==> src/rtl/rr_requester_if.sv <==
// Job-queue and arbiter-handshake bundle for rr_requester.
// The slave modport is the requester; the master modport is the local
// job source plus the arbiter side.
interface rr_requester_if #(
    parameter int LEN_W = 4,
    parameter int CNT_W = 16
);
    logic             job_valid;
    logic [LEN_W-1:0] job_len;
    logic             job_ready;
    logic             req;
    logic             ack;
    logic             beat;
    logic             beat_last;
    logic             busy;
    logic             starve;
    logic [CNT_W-1:0] beat_cnt;

    modport slave (
        input  job_valid, job_len, ack,
        output job_ready, req, beat, beat_last, busy, starve, beat_cnt
    );

    modport master (
        output job_valid, job_len, ack,
        input  job_ready, req, beat, beat_last, busy, starve, beat_cnt
    );
endinterface

==> src/rtl/rr_requester.sv <==
// Client agent for a two-way round-robin arbiter: queues burst jobs,
// holds req while a job is in flight, issues one beat per granted cycle,
// then drops req for a guard gap so the arbiter rotates to the other client.
module rr_requester #(
    parameter int LEN_W    = 4,
    parameter int DEPTH    = 4,
    parameter int GAP_CYC  = 2,
    parameter int MAX_WAIT = 8,
    parameter int CNT_W    = 16
) (
    input logic           clock,
    input logic           reset,
    rr_requester_if.slave bus
);
    localparam int PTR_W  = (DEPTH > 1) ? $clog2(DEPTH) : 1;
    localparam int WAIT_W = $clog2(MAX_WAIT + 1);
    localparam int GAP_W  = (GAP_CYC > 1) ? $clog2(GAP_CYC) : 1;

    localparam logic [PTR_W:0]    DEPTH_C  = (PTR_W + 1)'(DEPTH);
    localparam logic [WAIT_W-1:0] MAXW_C   = WAIT_W'(MAX_WAIT);
    localparam logic [GAP_W-1:0]  GAP_LOAD = GAP_W'(GAP_CYC - 1);

    typedef enum logic [1:0] {
        S_IDLE,
        S_XFER,
        S_GAP
    } state_t;

    state_t            r_state;
    state_t            w_state_nxt;

    logic [LEN_W-1:0]  r_mem [DEPTH];
    logic [PTR_W-1:0]  r_wr_ptr;
    logic [PTR_W-1:0]  r_rd_ptr;
    logic [PTR_W:0]    r_count;

    logic [LEN_W-1:0]  r_remaining;
    logic [GAP_W-1:0]  r_gap;
    logic [WAIT_W-1:0] r_wait;
    logic [WAIT_W-1:0] w_wait_nxt;
    logic              r_req;
    logic              r_starve;
    logic [CNT_W-1:0]  r_beat_cnt;

    logic              w_job_ready;
    logic              w_push;
    logic              w_pop;
    logic              w_beat;
    logic              w_beat_last;

    assign w_job_ready = (r_count < DEPTH_C);
    // Zero-length jobs complete the handshake but are dropped here.
    assign w_push      = bus.job_valid & w_job_ready & (bus.job_len != '0);
    assign w_beat      = r_req & bus.ack & (r_state == S_XFER);
    assign w_beat_last = w_beat & (r_remaining == LEN_W'(1));

    assign bus.job_ready = w_job_ready;
    assign bus.req       = r_req;
    assign bus.beat      = w_beat;
    assign bus.beat_last = w_beat_last;
    assign bus.busy      = (r_state != S_IDLE) | (r_count != '0);
    assign bus.starve    = r_starve;
    assign bus.beat_cnt  = r_beat_cnt;

    // Next-state decode; the pop only happens from IDLE with a non-empty queue.
    always_comb begin
        w_state_nxt = r_state;
        w_pop       = 1'b0;
        case (r_state)
            S_IDLE: begin
                if (r_count != '0) begin
                    w_pop       = 1'b1;
                    w_state_nxt = S_XFER;
                end
            end
            S_XFER: begin
                if (w_beat_last) begin
                    w_state_nxt = S_GAP;
                end
            end
            S_GAP: begin
                if (r_gap == '0) begin
                    w_state_nxt = S_IDLE;
                end
            end
            default: w_state_nxt = S_IDLE;
        endcase
    end

    // Ungranted-cycle counter: counts only while staying in XFER without ack.
    always_comb begin
        w_wait_nxt = '0;
        if (r_state == S_XFER && w_state_nxt == S_XFER && !bus.ack) begin
            w_wait_nxt = (r_wait == MAXW_C) ? r_wait : r_wait + WAIT_W'(1);
        end
    end

    // Job FIFO storage; contents need no reset since count gates reads.
    always_ff @(posedge clock) begin
        if (w_push) begin
            r_mem[r_wr_ptr] <= bus.job_len;
        end
    end

    // FIFO pointers and occupancy.
    always_ff @(posedge clock) begin
        if (reset) begin
            r_wr_ptr <= '0;
            r_rd_ptr <= '0;
            r_count  <= '0;
        end else begin
            if (w_push) r_wr_ptr <= r_wr_ptr + PTR_W'(1);
            if (w_pop)  r_rd_ptr <= r_rd_ptr + PTR_W'(1);
            case ({w_push, w_pop})
                2'b10:   r_count <= r_count + (PTR_W + 1)'(1);
                2'b01:   r_count <= r_count - (PTR_W + 1)'(1);
                default: r_count <= r_count;
            endcase
        end
    end

    // State register plus burst, gap, starvation and statistics registers.
    always_ff @(posedge clock) begin
        if (reset) begin
            r_state     <= S_IDLE;
            r_remaining <= '0;
            r_gap       <= '0;
            r_wait      <= '0;
            r_req       <= 1'b0;
            r_starve    <= 1'b0;
            r_beat_cnt  <= '0;
        end else begin
            r_state <= w_state_nxt;
            r_req   <= (w_state_nxt == S_XFER);
            r_wait  <= w_wait_nxt;

            if (w_pop) begin
                r_remaining <= r_mem[r_rd_ptr];
            end else if (w_beat) begin
                r_remaining <= r_remaining - LEN_W'(1);
            end

            if (w_beat_last) begin
                r_gap <= GAP_LOAD;
            end else if (r_state == S_GAP && r_gap != '0) begin
                r_gap <= r_gap - GAP_W'(1);
            end

            if (w_wait_nxt == MAXW_C) begin
                r_starve <= 1'b1;
            end

            if (w_beat) begin
                r_beat_cnt <= r_beat_cnt + CNT_W'(1);
            end
        end
    end
endmodule

==> src/flat_wrapper.sv <==
// flat-port wrapper written by rule: the top's interface ports become plain ports
module rr_requester_flat 
#(
    parameter int LEN_W    = 4,
    parameter int DEPTH    = 4,
    parameter int GAP_CYC  = 2,
    parameter int MAX_WAIT = 8,
    parameter int CNT_W    = 16
)
  (clock, reset, bus_job_valid, bus_job_len, bus_ack, bus_job_ready, bus_req, bus_beat, bus_beat_last, bus_busy, bus_starve, bus_beat_cnt);
  rr_requester_if #(.LEN_W(LEN_W), .CNT_W(CNT_W)) bus_i ();
  input logic clock;
  input logic reset;
  input wire logic [$bits(bus_i.job_valid)-1:0] bus_job_valid;
  input wire logic [$bits(bus_i.job_len)-1:0] bus_job_len;
  input wire logic [$bits(bus_i.ack)-1:0] bus_ack;
  output wire logic [$bits(bus_i.job_ready)-1:0] bus_job_ready;
  output wire logic [$bits(bus_i.req)-1:0] bus_req;
  output wire logic [$bits(bus_i.beat)-1:0] bus_beat;
  output wire logic [$bits(bus_i.beat_last)-1:0] bus_beat_last;
  output wire logic [$bits(bus_i.busy)-1:0] bus_busy;
  output wire logic [$bits(bus_i.starve)-1:0] bus_starve;
  output wire logic [$bits(bus_i.beat_cnt)-1:0] bus_beat_cnt;
  assign bus_i.job_valid = bus_job_valid;
  assign bus_i.job_len = bus_job_len;
  assign bus_i.ack = bus_ack;
  assign bus_job_ready = bus_i.job_ready;
  assign bus_req = bus_i.req;
  assign bus_beat = bus_i.beat;
  assign bus_beat_last = bus_i.beat_last;
  assign bus_busy = bus_i.busy;
  assign bus_starve = bus_i.starve;
  assign bus_beat_cnt = bus_i.beat_cnt;
  rr_requester #(.LEN_W(LEN_W), .DEPTH(DEPTH), .GAP_CYC(GAP_CYC), .MAX_WAIT(MAX_WAIT), .CNT_W(CNT_W)) u_core (.clock(clock), .reset(reset), .bus(bus_i));
endmodule
==> config.mk <==
export PLATFORM = sky130hd
export DESIGN_NAME = rr_requester_flat
export DESIGN_NICKNAME = d
export VERILOG_FILES = /design/src/rtl/rr_requester_if.sv /design/src/rtl/rr_requester.sv /design/src/flat_wrapper.sv
export SDC_FILE = /design/constraint.sdc
export NUM_CORES = 1
export LEC_CHECK = 0
export CORE_UTILIZATION = 45
export CTS_BUF_LIST = sky130_fd_sc_hd__clkbuf_8
export CTS_CLUSTER_DIAMETER = 80
export DETAILED_ROUTE_END_ITERATION = 8
export PLACE_DENSITY = 0.67
export SYNTH_ARGS = -nofsm -noshare
export SYNTH_HDL_FRONTEND = slang
export SYNTH_SLANG_ARGS = --single-unit
==> constraint.sdc <==
create_clock -name clock -period 7.4 [get_ports clock]
set_input_delay 1.48 -clock clock [delete_from_list [all_inputs] [get_ports clock]]
set_output_delay 1.48 -clock clock [all_outputs]
set_load 0.02 [all_outputs]
======== Word-level counts from Yosys, hierarchy flattened ========
Memory sizes are Yosys's and may differ from the RTL's. A register that Yosys moved wholly into a read port is not among the register bits.
Cells that the tools add are included.
storage, ports and cells
  register bits ........................... 36
  latch bits .............................. 0
  RAM bits ................................ 16
  memory bits (read-only) ................. 0
  input bits .............................. 8
  output and inout port bits .............. 22
  word-level logic and storage cells ...... 62
  memories kept ........................... 1
memories
  memory        words  bits a word  read ports  clocked after Yosys merged registers in  write ports  line                RTL
  u_core.r_mem  4      4            1           1                                        1            rr_requester.sv:32  logic [LEN_W-1:0] r_mem [DEPTH];
operators by class
  add/subtract/negate cells ............... 8
  $mul .................................... 0
  divide/modulo/power cells ............... 0
  order comparisons ....................... 1
  eq/ne operators ......................... 8
  shift operators ......................... 0
  mux-type cells .......................... 17
  bitwise gates (word level) .............. 6
  reduce and logical (&&, ||, !) cells .... 11
operators with widths
  operator                 count
  $add A16 B1 Y16 const B  1
  $mux W4                  4
  $mux W2                  5
  $eq A4 B4 Y1 const B     2
  $reduce_bool A2 Y1       4
  $eq A2 B1 Y1 const B     3
  $mux W1                  6
  $pmux W2 S3              1
  $pmux W3 S2              1
  $and A1 B1 Y1            5
  $add A2 B1 Y2 const B    2
  $add A4 B1 Y4 const B    1
  $eq A2 B2 Y1 const B     2
  $eq A4 B1 Y1 const B     1
  $reduce_bool A4 Y1       1
  $sub A4 B1 Y4 const B    1
  $add A3 B1 Y3 const B    1
  $logic_and A1 B1 Y1      3
  $lt A3 B3 Y1 const B     1
  $reduce_bool A3 Y1       1
  $sub A3 B1 Y3 const B    1
  $logic_not A2 Y1         1
  $logic_not A1 Y1         1
  $or A1 B1 Y1             1
  $sub A1 B1 Y1 const B    1

======== Longest topological paths before layout ========
  depth after elaboration ................. 10
  gate-level depth with buffers ........... 10
  mapped depth without buffers ............ 9

======== Least setup slack after synthesis ========
Ideal clock, no wire load.
  path type ............................... input-to-output
  start ................................... input port bus_ack
  end ..................................... output port bus_beat_last
  arrival time ............................ 2144 ps
  required time ........................... 5920 ps
  path slack .............................. 3776 ps
  stages on the path ...................... 4
  path buffers ............................ 0
  path through ............................ nand4b_2 inv_2 nand3_1 inv_1
between the ends
  longest elaborated chain between the ends .. 3
ends and longest elaborated chain
  element                      line                RTL
  from (decl)                  flat_wrapper.sv:16  input wire logic [$bits(bus_i.ack)-1:0] bus_ack;
  $and A1 B1 Y1 (2 in series)  rr_requester.sv:54  assign w_beat = r_req & bus.ack & (r_state == S_XFER);
  net bus_beat                 flat_wrapper.sv:19  output wire logic [$bits(bus_i.beat)-1:0] bus_beat;
  $and A1 B1 Y1                rr_requester.sv:55  assign w_beat_last = w_beat & (r_remaining == LEN_W'(1));
  to (decl)                    flat_wrapper.sv:20  output wire logic [$bits(bus_i.beat_last)-1:0] bus_beat_last;
The timed path passes the listed nets, and every way through them passes these cells.

======== Final worst setup path ========
  start ................................... input port bus_ack
  end ..................................... output port bus_beat_last
between the ends
  longest elaborated chain between the ends .. 3
ends and longest elaborated chain
  element                      line
  $and A1 B1 Y1 (2 in series)  rr_requester.sv:54
  $and A1 B1 Y1                rr_requester.sv:55
No other way between the ends.

==> run metrics <==
Resized Gates After CTS=0; Worst-path clk slew=0.09 ns; worst setup path startpoint=bus_ack; Fin. Hold Viols=0; clk buf depth=2; FF-to-FF End=u_core.r_count[2]; Worst Min Path Start=u_core.r_remaining[3]; initial antenna violation count=0; Die Wd=74.4 um; Period minus WS final=4.86 ns; CTS buffer count=5; Max Cap Viol=0; final setup fails=0; ranking of synthesized cells by area=dfxtp_1 (32%), edfxtp_1 (20%), ha_1 (5.3%); Worst Hold Endpoint=u_core.r_remaining[3]; CTS tree=built; area of the multi-input gates=1010 um2; Storage cell area=1240 um2; critical path class=in -> out; Post-synth EDFFs=16; Worst-Skew Late Latency=0.31 ns; Post-Syn Area per Cell=10.2 um2; Ant. Diodes=0; Starting Density=0.483; final setup TNS=0 ns; DRT antenna net count=0; Total Die Area=5530 um2; Ports=30; worst hold slack=0.461 ns; PnR worst setup slack=2.54 ns; PortBufs=29; Residual DRC=0; CP required=5.92 ns; CP max FO=13; final net count=280; power density cells=283 nW/um2; Syn. warnings=0; first-pass GRT wire length=6710 um; Yosys reg bits=54; largest net degree at the start of global routing=35; post-synthesis async set-or-reset flop share=0; CP max stage delay=0.59 ns; Seq/Total Area, Yosys=0.527; CP delay by family, top=buffers and inverters; leakage=0.977 nW; GPL Wtd Cong=0.755; synthesized area=2360 um2; crit path cell chain=clkdlybuf4s50_1 > nand4b_2 > inv_2 > nand3_1 > inv_1 > clkdlybuf4s50_1; DRT Pass-1 Iters=4; Worst setup SP type=input port; Fillers=453; HP Class=reg -> reg; Post-Syn Nets=251; Hold Buf Count CTS=0; Yosys top cell area share=0.323; Cells on Worst Hold Path=2; Initial DRC Count=94; CTS Root Cell=clkbuf_8; CP arrival=3.38 ns; total number of vias=1659; Die Ht=74.4 um; vias in the first global route=1591; wire per inst=11.9 um; R2R Path Start=u_core.r_state[0]; RSZ-0062 raised after global routing=no; routed vias/inst=5.04; Max Slew Vio Count=0; Placeable Area=4880 um2; Tot GR Track Use=0.160; clock skew=0.00569 ns; critical path's slowest cell=clkdlybuf4s50_1; pre-CTS WS=2.52 ns; relative slew slack=0.764; Post-synth top flop=dfxtp_1; worst slew pin tran=0.353 ns; grt total ovfl=0; status=completed; clk sinks=54; crit share post-route=0.657; reg2reg setup slack=5.05 ns; Post-Route WL=3920 um; peak supply drop=0.220 mV; CP Capture Type=primary output; worst path bufs/invs=4; worst reg2reg path depth=9; Rows=25; share of layout cells above drive strength 1=0.0611; Synth cell types=35; Layout area overhead=19.7%; cells after synthesis=232; max frequency=206 MHz; CTS H-tree lvls=2; Detailed Place HPWL=2880 um; # Post-CTS Setup Buffers=0; largest area contributor in the netlist=dfxtp_1; cell repeated most along the worst path=clkdlybuf4s50_1
## cell type report
cell class / instances / area share
clock buffer: 5 / 0.0244
tap: 67 / 0.0297
sequential: 54 / 0.440
timing repair buffer: 30 / 0.106
multi-input combinational: 151 / 0.359
inverter: 19 / 0.0253
clock inverter: 3 / 0.0160
## through the flow
stage	power [mW]	util	cell area, um2	instances
global placement	0.605	0.555	2710	321
global route	0.850	0.578	2820	329
CTS	0.806	0.578	2820	329
detailed placement	0.610	0.555	2710	321
finish	0.798	0.578	2820	329
floorplan	0.548	-	2360	232
## state kept, by name, indices dropped and copies added (netlist names), 2 cells and up, named ones only
register	cells
u_core.r_state	2
u_core.r_mem	16
u_core.r_wr_ptr	2
u_core.r_rd_ptr	2
u_core.bus.beat_cnt	16
u_core.r_remaining	4
u_core.r_count	3
u_core.r_wait	4
## power breakdown
group	internal [mW]	switching, mW	total, mW
Combinational	0.103	0.116	0.219
Sequential	0.347	0.0351	0.382
Clock	0.101	0.0963	0.197
## worst max path at each step
stage / endpoint / slack [ns] / depth (start not counted)
final: bus_beat_last / 2.54 / 6
after global routing: bus_beat_last / 2.43 / 6
after CTS: bus_beat_last / 2.51 / 6
after detailed placement: bus_beat_last / 2.52 / 6
after global placement: bus_beat_last / 2.53 / 6
after floorplan: bus_beat_last / 3.78 / 4
## cell usage after synthesis, drive strengths merged (2+ instances only)
master and instances:
a221oi 2, nand2 10, or3 9, nand3b 2
and4 2, nand3 11, edfxtp 16, mux4 4
inv 19, nor2 30, nand2b 2, ha 10
dfxtp 38, xnor2 9, o21ai 9, or4 2
xor2 6, clkbuf 7, o31ai 2, nand4 3
nor3 4, a21oi 17, a31oi 3, and2 5
## cell usage in the layout (no fill, tap or decap), drive strengths merged, types with 3 or more instances in the layout
master | netlist | routed
xor2 | 6 | 6
a21oi | 17 | 17
dfxtp | 38 | 38
or3 | 9 | 9
inv | 19 | 19
edfxtp | 16 | 16
nor3 | 4 | 4
o21ai | 9 | 9
and2 | 5 | 5
nand4 | 3 | 3
ha | 10 | 10
nand2 | 10 | 10
nor2 | 30 | 30
clkdlybuf4s50 | 0 | 29
mux4 | 4 | 4
clkbuf | 7 | 5
a31oi | 3 | 3
xnor2 | 9 | 9
nand3 | 11 | 11
## metal layers
metal	wire, um	part of all wire	GRT usage
met2	1920	0.49	0.283
met3	128	0.033	0.0366
met5	0	0	0
met4	72	0.018	0.0692
met1	1800	0.46	0.186
## kinds of logic (layout without fill, tap and decap cells)
| group | count (synthesis) | in the layout | share of synthesized area |
|---|---|---|---|
| compound gates | 36 | 36 | 0.0886 |
| xor+xnor | 15 | 15 | 0.0557 |
| fa+ha+maj | 11 | 11 | 0.0616 |
| buf+inv | 27 | 57 | 0.0435 |
| flops | 54 | 54 | 0.527 |
| mux | 5 | 5 | 0.0425 |
| simple gates | 84 | 84 | 0.182 |
## worst reg2reg max path, cell delays in order, from the launching register on
cell	delay, ns
dfxtp_1	0.37
nor2_1	0.30
nand2_1	0.20
inv_1	0.19
ha_1	0.20
inv_1	0.06
fa_1	0.37
xor2_1	0.16
or3_1	0.30
a21oi_1	0.14
(Power assumes the default switching activity.)
